File: config.mk
export PLATFORM = sky130hd
export DESIGN_NAME = param_control_path
export DESIGN_NICKNAME = d
export VERILOG_FILES = /design/src/rtl/ctrl_pkg.sv /design/src/rtl/drain_timer.sv /design/src/rtl/param_control_path.sv
export SDC_FILE = /design/constraint.sdc
export NUM_CORES = 1
export LEC_CHECK = 0
export CAP_MARGIN = 10
export CORE_MARGIN = 4
export CORE_UTILIZATION = 30
export DETAILED_ROUTE_END_ITERATION = 10
export GPL_ROUTABILITY_DRIVEN = 0
export HOLD_SLACK_MARGIN = 0.08
export SETUP_SLACK_MARGIN = 0.4
export SYNTH_ARGS = -nofsm -noshare
export SYNTH_HDL_FRONTEND = slang
export SYNTH_SLANG_ARGS = --single-unit
File: constraint.sdc
create_clock -name clk -period 2.1 [get_ports clk]
set_input_delay 0.21 -clock clk [delete_from_list [all_inputs] [get_ports clk]]
set_output_delay 0.21 -clock clk [all_outputs]
set_load 0.005 [all_outputs]
File: src/rtl/ctrl_pkg.sv
// Shared types and helpers for the parameterised control path.
// Latency: n/a (package only).
// Backpressure: n/a (package only).
package ctrl_pkg;

    // Round index width covers the largest legal channel count (8).
    localparam int RND_W = 3;
    // Drain counter width covers the largest legal drain length (255).
    localparam int CNT_W = 8;

    typedef enum logic [2:0] {
        ST_IDLE      = 3'd0,
        ST_READ_NEXT = 3'd1,
        ST_MOVE_PTRS = 3'd2,
        ST_READ_PREV = 3'd3,
        ST_DRAIN_END = 3'd4
    } ctrl_state_t;

    // One-hot decode of a round index over the widest legal channel set.
    function automatic logic [7:0] onehot(input logic [RND_W-1:0] idx);
        onehot = 8'd1 << idx;
    endfunction

endpackage

File: src/rtl/drain_timer.sv
// Drain countdown: arms once per run, counts count_len-1 down to 0, flags expire.
// Latency: draining rises the clock after arm; expire follows count_len-1 clocks later.
// Backpressure: none; arm is ignored while already draining, clear wins over arm.
module drain_timer
    import ctrl_pkg::*;
(
    input  logic             clk,
    input  logic             reset,
    input  logic             arm,
    input  logic             clear,
    input  logic [CNT_W-1:0] count_len,
    output logic             draining,
    output logic             expire
);

    logic             draining_q, draining_d;
    logic [CNT_W-1:0] cnt_q, cnt_d;

    // Arm once, then count down to zero and hold there until cleared.
    always_comb begin
        draining_d = draining_q;
        cnt_d      = cnt_q;
        if (clear) begin
            draining_d = 1'b0;
            cnt_d      = '0;
        end else if (arm && !draining_q) begin
            draining_d = 1'b1;
            cnt_d      = count_len - CNT_W'(1);
        end else if (draining_q && (cnt_q != '0)) begin
            cnt_d = cnt_q - CNT_W'(1);
        end
    end

    // Drain state registers, cleared asynchronously.
    always_ff @(posedge clk or posedge reset) begin
        if (reset) begin
            draining_q <= 1'b0;
            cnt_q      <= '0;
        end else begin
            draining_q <= draining_d;
            cnt_q      <= cnt_d;
        end
    end

    assign draining = draining_q;
    assign expire   = draining_q && (cnt_q == '0);

endmodule

File: src/rtl/param_control_path.sv
// Linked-list datapath sequencer: cycles READ_NEXT/MOVE_PTRS/READ_PREV over N_CH channels, drains, completes.
// Latency: outputs decode combinationally from registered state; completion DRAIN_LEN+1 clocks after first accepted dp_done.
// Backpressure: none; start is taken in IDLE only. Optional CTRL_CYCLE_COUNT_EN adds run_cycles.
module param_control_path
    import ctrl_pkg::*;
#(
    parameter int N_CH      = 3,
    parameter int DRAIN_LEN = 6
) (
    input  logic            clk,
    input  logic            reset,
    input  logic            start,
    input  logic            dp_done,
    output logic            dp_reset,
    output logic            load_next,
    output logic            load_prev,
    output logic            load_sum,
    output logic            load_acc,
    output logic            load_len,
    output logic            load_mult,
    output logic [N_CH-1:0] load_mem,
    output logic [N_CH-1:0] mux_adder,
    output logic            mux_mem_add,
    output logic            mux_np_adders,
    output logic            mux_comparator,
    output logic            done,
    output logic            busy
`ifdef CTRL_CYCLE_COUNT_EN
    ,
    output logic [31:0]     run_cycles
`endif
);

    ctrl_state_t      state_q, state_d;
    logic [RND_W-1:0] rnd_q, rnd_d;
    logic [RND_W-1:0] rnd_nxt;
    logic [N_CH-1:0]  oh_cur, oh_nxt;
    logic             arm, clear, draining, expire;

    assign rnd_nxt = (rnd_q == RND_W'(N_CH - 1)) ? '0 : rnd_q + RND_W'(1);
    assign oh_cur  = N_CH'(onehot(rnd_q));
    assign oh_nxt  = N_CH'(onehot(rnd_nxt));

    // Only the first dp_done seen in MOVE_PTRS/READ_PREV arms the drain.
    assign arm   = dp_done && ((state_q == ST_MOVE_PTRS) || (state_q == ST_READ_PREV));
    assign clear = (state_q == ST_DRAIN_END);

    drain_timer u_drain_timer (
        .clk       (clk),
        .reset     (reset),
        .arm       (arm),
        .clear     (clear),
        .count_len (CNT_W'(DRAIN_LEN)),
        .draining  (draining),
        .expire    (expire)
    );

    // Next state and round index; an expired drain overrides the normal cycling.
    always_comb begin
        state_d = state_q;
        rnd_d   = rnd_q;
        case (state_q)
            ST_IDLE: begin
                if (start) begin
                    state_d = ST_READ_NEXT;
                    rnd_d   = '0;
                end
            end
            ST_READ_NEXT: state_d = expire ? ST_DRAIN_END : ST_MOVE_PTRS;
            ST_MOVE_PTRS: state_d = expire ? ST_DRAIN_END : ST_READ_PREV;
            ST_READ_PREV: begin
                if (expire) begin
                    state_d = ST_DRAIN_END;
                end else begin
                    state_d = ST_READ_NEXT;
                    rnd_d   = rnd_nxt;
                end
            end
            ST_DRAIN_END: state_d = ST_IDLE;
            default:      state_d = ST_IDLE;
        endcase
    end

    // FSM state and round counter.
    always_ff @(posedge clk or posedge reset) begin
        if (reset) begin
            state_q <= ST_IDLE;
            rnd_q   <= '0;
        end else begin
            state_q <= state_d;
            rnd_q   <= rnd_d;
        end
    end

    // Output decode; DRAIN_END holds every load low, load_mult included.
    always_comb begin
        dp_reset       = 1'b0;
        load_next      = 1'b0;
        load_prev      = 1'b0;
        load_sum       = 1'b0;
        load_acc       = 1'b0;
        load_len       = 1'b0;
        load_mult      = 1'b0;
        load_mem       = '0;
        mux_adder      = '0;
        mux_mem_add    = 1'b0;
        mux_np_adders  = 1'b0;
        mux_comparator = 1'b0;
        done           = 1'b0;
        busy           = 1'b0;
        case (state_q)
            ST_IDLE: begin
                done     = 1'b1;
                dp_reset = start;
            end
            ST_READ_NEXT: begin
                busy        = 1'b1;
                load_mult   = 1'b1;
                mux_mem_add = 1'b1;
                load_sum    = 1'b1;
                load_len    = !draining;
                load_mem    = oh_cur;
            end
            ST_MOVE_PTRS: begin
                busy           = 1'b1;
                load_mult      = 1'b1;
                mux_comparator = 1'b1;
                load_acc       = 1'b1;
                load_next      = 1'b1;
                load_prev      = 1'b1;
                mux_adder      = oh_cur;
            end
            ST_READ_PREV: begin
                busy          = 1'b1;
                load_mult     = 1'b1;
                mux_mem_add   = 1'b1;
                mux_np_adders = 1'b1;
                load_acc      = 1'b1;
                load_sum      = 1'b1;
                load_len      = !draining;
                load_mem      = oh_nxt;
                mux_adder     = oh_nxt;
            end
            ST_DRAIN_END: begin
                busy = 1'b1;
                done = 1'b1;
            end
            default: begin
                done = 1'b1;
            end
        endcase
    end

`ifdef CTRL_CYCLE_COUNT_EN
    logic [31:0] run_cycles_q, run_cycles_d;

    // Busy-cycle counter: cleared on start acceptance, saturating, held once idle.
    always_comb begin
        run_cycles_d = run_cycles_q;
        if ((state_q == ST_IDLE) && start) begin
            run_cycles_d = '0;
        end else if (busy && (run_cycles_q != '1)) begin
            run_cycles_d = run_cycles_q + 32'd1;
        end
    end

    // Cycle counter register.
    always_ff @(posedge clk or posedge reset) begin
        if (reset) begin
            run_cycles_q <= '0;
        end else begin
            run_cycles_q <= run_cycles_d;
        end
    end

    assign run_cycles = run_cycles_q;
`endif

endmodule
### Word-level counts from Yosys, hierarchy flattened

Index checks and enable logic that the tools add are counted.

* register bits: 15

* multiplexer cells: 25
* shift-type cells: 2
* equal/unequal tests: 7
* add/sub/neg operators: 2
* reduce and logical (&&, ||, !) cells: 17

Operators with widths (number)
* $mux 8: 3
* $mux 3: 7
* $pmux 3 s2: 3
* $pmux 3 s4: 1
* $mux 1: 11
* $eq 3x2->1 const B: 3
* $logic_not 8->1: 1
* $reduce_bool 8->1: 1
* $sub 8x1->8 const B: 1
* $shl 1x3->3 const A: 2
* $logic_and 1x1->1: 4
* $ne 2x2->1 const B: 2
* $reduce_bool 2->1: 2
* $reduce_or 2->1: 2
* $reduce_or 4->1: 1
* $add 3x1->3 const B: 1
* $eq 3x1->1 const B: 1
* $eq 3x3->1 const B: 1
* $logic_not 3->1: 1
* $reduce_and 3->1: 1
* $reduce_bool 3->1: 1
* $reduce_or 3->1: 1
* $logic_not 1->1: 1
* $logic_or 1x1->1: 1

### Logic depth before layout (Yosys ltp)

* depth in word-level cells: 6
* depth in mapped cells: 7

### Modules after synthesis

Synthesis repeated with hierarchy kept, for this count alone.

* cell total of the unflattened synthesis: 162
* area, all modules: 1328.8 um^2

By module, submodules not included
* drain_timer: times used 1, cells an instance 91, area each 763.2 um^2
* param_control_path: times used 1, cells an instance 71, area each 565.5 um^2

### Worst setup path before layout

OpenSTA, ideal clock, no wires.

* path type: register -> register
* start: register u_drain_timer.cnt_q[0]
* end: register u_drain_timer.cnt_q[0]
* period minus slack after synthesis: 1.618 ns
* arrival time: 1.476 ns
* library setup time: 0.142 ns
* required time: 1.958 ns
* path slack: 0.482 ns
* cell stages (with the launch flop): 7
* cells stage by stage: dfrtp_1 > inv_1 > ha_1 > nor3b_1 > and3_1 > o21a_1 > a311oi_1

* longest elaborated chain between the ends: 4

Ends and longest elaborated chain
* start: declaration: RTL line drain_timer.sv:17 `logic [CNT_W-1:0] cnt_q, cnt_d;`
* start signal: assignment: RTL line drain_timer.sv:41 `cnt_q <= cnt_d;`
* $sub 8x1->8: RTL line drain_timer.sv:30 `cnt_d = cnt_q - CNT_W'(1);`
* $mux 8: RTL line drain_timer.sv:29 `end else if (draining_q && (cnt_q != '0)) begin`
* $mux 8: RTL line drain_timer.sv:26 `end else if (arm && !draining_q) begin`
* $mux 8: RTL line drain_timer.sv:23 `if (clear) begin`

Parallel ways exist; a longest one is shown, timed or not. The select of a mux whose other input is x is not followed.
A chain may end at the register's enable or synchronous reset.

### Final worst setup path

* start: register rnd_q[2]
* end: output mux_adder[0]

* longest elaborated chain between the ends: 4

Ends and longest elaborated chain
* start: declaration: RTL line param_control_path.sv:35 `logic [RND_W-1:0] rnd_q, rnd_d;`
* start signal: assignment: RTL line param_control_path.sv:91 `rnd_q <= rnd_d;`
* $add 3x1->3 / $eq 3x2->1 (equally long branches): RTL line param_control_path.sv:40 `assign rnd_nxt = (rnd_q == RND_W'(N_CH - 1)) ? '0 : rnd_q + RND_W'(1);`
* $mux 3: RTL line param_control_path.sv:40
* $shl 1x3->3: RTL line ctrl_pkg.sv:21 `onehot = 8'd1 << idx;`
* $pmux 3 s2 *: RTL line param_control_path.sv:111 `case (state_q)`
* end: declaration: RTL line param_control_path.sv:22 `output logic [N_CH-1:0] mux_adder,`

Every way passes the cells marked *; elsewhere a longest branch is shown, timed or not.

==> run_results.csv <==
group,metric,value,unit
status,outcome,"finished clean",
setup_path,cp-end-kind,"primary output",
grt,antenna_found_initial,0,
setup_path,critical_path.max_fanout,8,
routing,wl_per_cell,14.41,µm
clocking,clockRootBuffer,"clkbuf_4",
setup_path,worstSetupPathType,"flip-flop to primary output",
sta,layout_setup_ws,0.1830,ns
logic_synthesis,syn_inst,124,
setup_path,r2r_start,"u_drain_timer.cnt_q[1]$_DFFE_PP0P_",
sta,max_freq,521.7,MHz
clocking,cts.sinks,15,
grt,grt_pass1_vias,1104,
logic_synthesis,syn_nets,130,
die,fp.dieArea,4315,µm²
final_layout,drive_above_1_share,42.44,%
final_layout,nFillCells,318,
flow_run,drv_cap,0,
final_layout,antennaDiodeCount,0,
setup_path,worst_ep_arrival_time,1.71,ns
pwr,ir_worst_vdd,0.5887,mV
die,rows,20,
sta,period_share,91.28,%
logic_synthesis,syn_avg_cell_area,8.052,µm²
final_layout,finalNetCount,179,
routing,drtIter0Drc,46,
clocking,cts_tree,"done",
logic_synthesis,yosysUniqueCellTypes,31,
final_layout,multi_input_area,665.6,µm²
clocking,cts_max_level,1,
clocking,cts_hold_buf,0,
die,die_w,65.69,µm
setup_path,worst-path-buf-inv,1,
clocking,cts_buffers,3,
die,core_area,3128,µm²
clocking,clk_latency,0.29,ns
final_layout,area_growth_syn_to_layout,62.41,%
final_layout,final_common_cell,"buf_4",
logic_synthesis,synth_edf_count,0,
logic_synthesis,yosys_warnings,0,
pwr,leakagePower,0.7753,nW
place,dp_slack,0.2228,ns
setup_path,start_kind,"flip-flop",
setup_path,crit_chain,"nor2_1 > nand3_1 > a21oi_2 > clkdlybuf4s50_1",
pwr,p_per_area,1554,nW/µm²
routing,vias,1081,
routing,ant_nets,0,
routing,vias_per_cell,5.005,
routing,dr_wl_met2,1644,µm
pwr,total_power,2.520,mW
final_layout,final_cell_count_no_fill,216,
routing,wl_met3,129,µm
sta,hold_viol,0,
place,post-place-cells,183,
final_layout,regArea,384.1,µm²
sta,setup_violations,0,
place,dpl.hpwl,1873,µm
sta,tightest_slew,0.6005,ns
sta,slew_violations,0,
setup_path,slowest_stage,"clkdlybuf4s50_1",
final_layout,fin_util,51.84,%
logic_synthesis,ys_ff_latch,15,
grt,grt_pass1_wl,4850,µm
setup_path,critical-path-max-stage-delay,0.51,ns
clocking,clk_path_buf_depth,2,
die,die_h,65.69,µm
sta,skew,0.005657,ns
grt,grt_overflow_total,0,
die,io_pins,22,
routing,dr.max_layer_used,"met4",
logic_synthesis,synthArstFlopShare,100.0,%
die,start_util,31.92,%
place,port-buffer-count,21,
place,place_area,1236,µm²
setup_path,path_delay_family,"buffers and inverters",
routing,routed_wl,3112,µm
grt,grt.total_usage,14.41,%
logic_synthesis,ys_seq_area_share,37.59,%
sta,period_minus_slack,1.917,ns
routing,wl_met1,1295,µm
routing,first_pass_iters,4,
hold_path,hp-class,"input pin to async pin",
routing,drc,0,
logic_synthesis,synth_ff_type,"dfrtp_1",
setup_path,critPathLaunch,"rnd_q[2]$_DFFE_PP0P_",
sta,rsz0062_at_grt,"true",
sta,whs,0.2802,ns
logic_synthesis,syn_area,998.5,µm²
grt,grt_max_degree,16,
sta,finalSetupTns,0,ns
final_layout,fin_area,1622,µm²
sta,maxSlewHeadroom,59.93,%
setup_path,cp.required,1.89,ns
final_layout,final_cell_mix,"buf_4 (28), nand3_1 (12), nor2_1 (11)",
clocking,path_clk_slew,0.09,ns
[kinds of logic (layout without fill, tap and decap cells)]
kind of cell / Yosys count / after routing / share of synthesized area (%)
buffers and inverters: 18 / 66 / 8.019
AOI/OAI and AO/OA: 20 / 20 / 12.53
adders and majority gates: 2 / 2 / 2.506
muxes: 2 / 2 / 2.005
DFF: 15 / 15 / 37.59
and+or+nand+nor: 60 / 60 / 31.20
xor gates and xnor gates: 7 / 7 / 6.140
[registers in the layout (all words and copies together), names as in the netlist]
| name | flops |
|---|---|
| rnd_q | 3 |
| state_q | 3 |
| u_drain_timer.cnt_q | 8 |
| u_drain_timer.draining | 1 |
[path summary, 6_finish.rpt]
kind,to,cells past startpoint,slack [ns]
max in group asynchronous,rnd_q[0]$_DFFE_PP0P_,2,1.39
setup / recovery,mux_adder[0],4,0.18
setup reg to reg,rnd_q[2]$_DFFE_PP0P_,7,0.45
min in group clk,u_drain_timer.cnt_q[2]$_DFFE_PP0P_,3,0.59
hold reg to reg,u_drain_timer.cnt_q[0]$_DFFE_PP0P_,2,0.61
hold / removal,u_drain_timer.draining$_DFFE_PP0P_,2,0.28
[worst reg2reg max path, delay by kind of cell, from the launching register on]
kind / cells / cell delay, ns
AOI/OAI and AO/OA: 1 / 0.13
adders and majority gates: 1 / 0.16
buffers and inverters: 2 / 0.20
DFF: 1 / 0.40
and+or+nand+nor: 3 / 0.68
[what timing repair did]
item,4_1_cts,5_1_grt
pin swaps,1,5
setup buffers,19,10
setup endpoints to repair,23,20
resized for setup,35,36
[power breakdown]
group	internal, mW	leakage (nW)	switching, mW
registers	0.426	0.174	0.195
logic	0.964	0.587	0.765
clock network	0.0740	0.0150	0.0956
total	1.46	0.775	1.06
[final cells by class]
type | count | area share (%)
Clock buffer | 4 | 1.620
Timing Repair Buffer | 52 | 27.78
Multi-Input combinational cell | 91 | 41.05
Sequential cell | 15 | 23.69
Tap cell | 44 | 3.395
Inverter | 10 | 2.469
[routing by layer]
metal / GRT usage (%) / vias to the layer above
li1: - / 525
met1: 16.58 / 531
met2: 26.78 / 20
met3: 2.222 / 5
met4: 4.663 / 0
met5: 0 / -
[Yosys cell counts, types with 2 or more instances]
cell      number  area share (%)
dfrtp_1       15              38
nor2_1        13             4.9
nand3_1       12             6.0
nand2_1       11             4.1
inv_1         10             3.8
a21oi_1        9             4.5
xnor2_1        7             6.1
clkbuf_1       4             1.5
nand2b_1       4             2.5
nor3_1         4             2.0
buf_4          3             2.3
nor3b_1        3             2.3
o21ai_0        3             1.5
a211oi_1       2             1.5
a311oi_1       2             1.8
and3_1         2             1.3
ha_1           2             2.5
mux2i_1        2             2.0
nand3b_1       2             1.5
nor4_1         2             1.3
or3_1          2             1.3
Note: power is estimated with default switching activity, not from simulation.
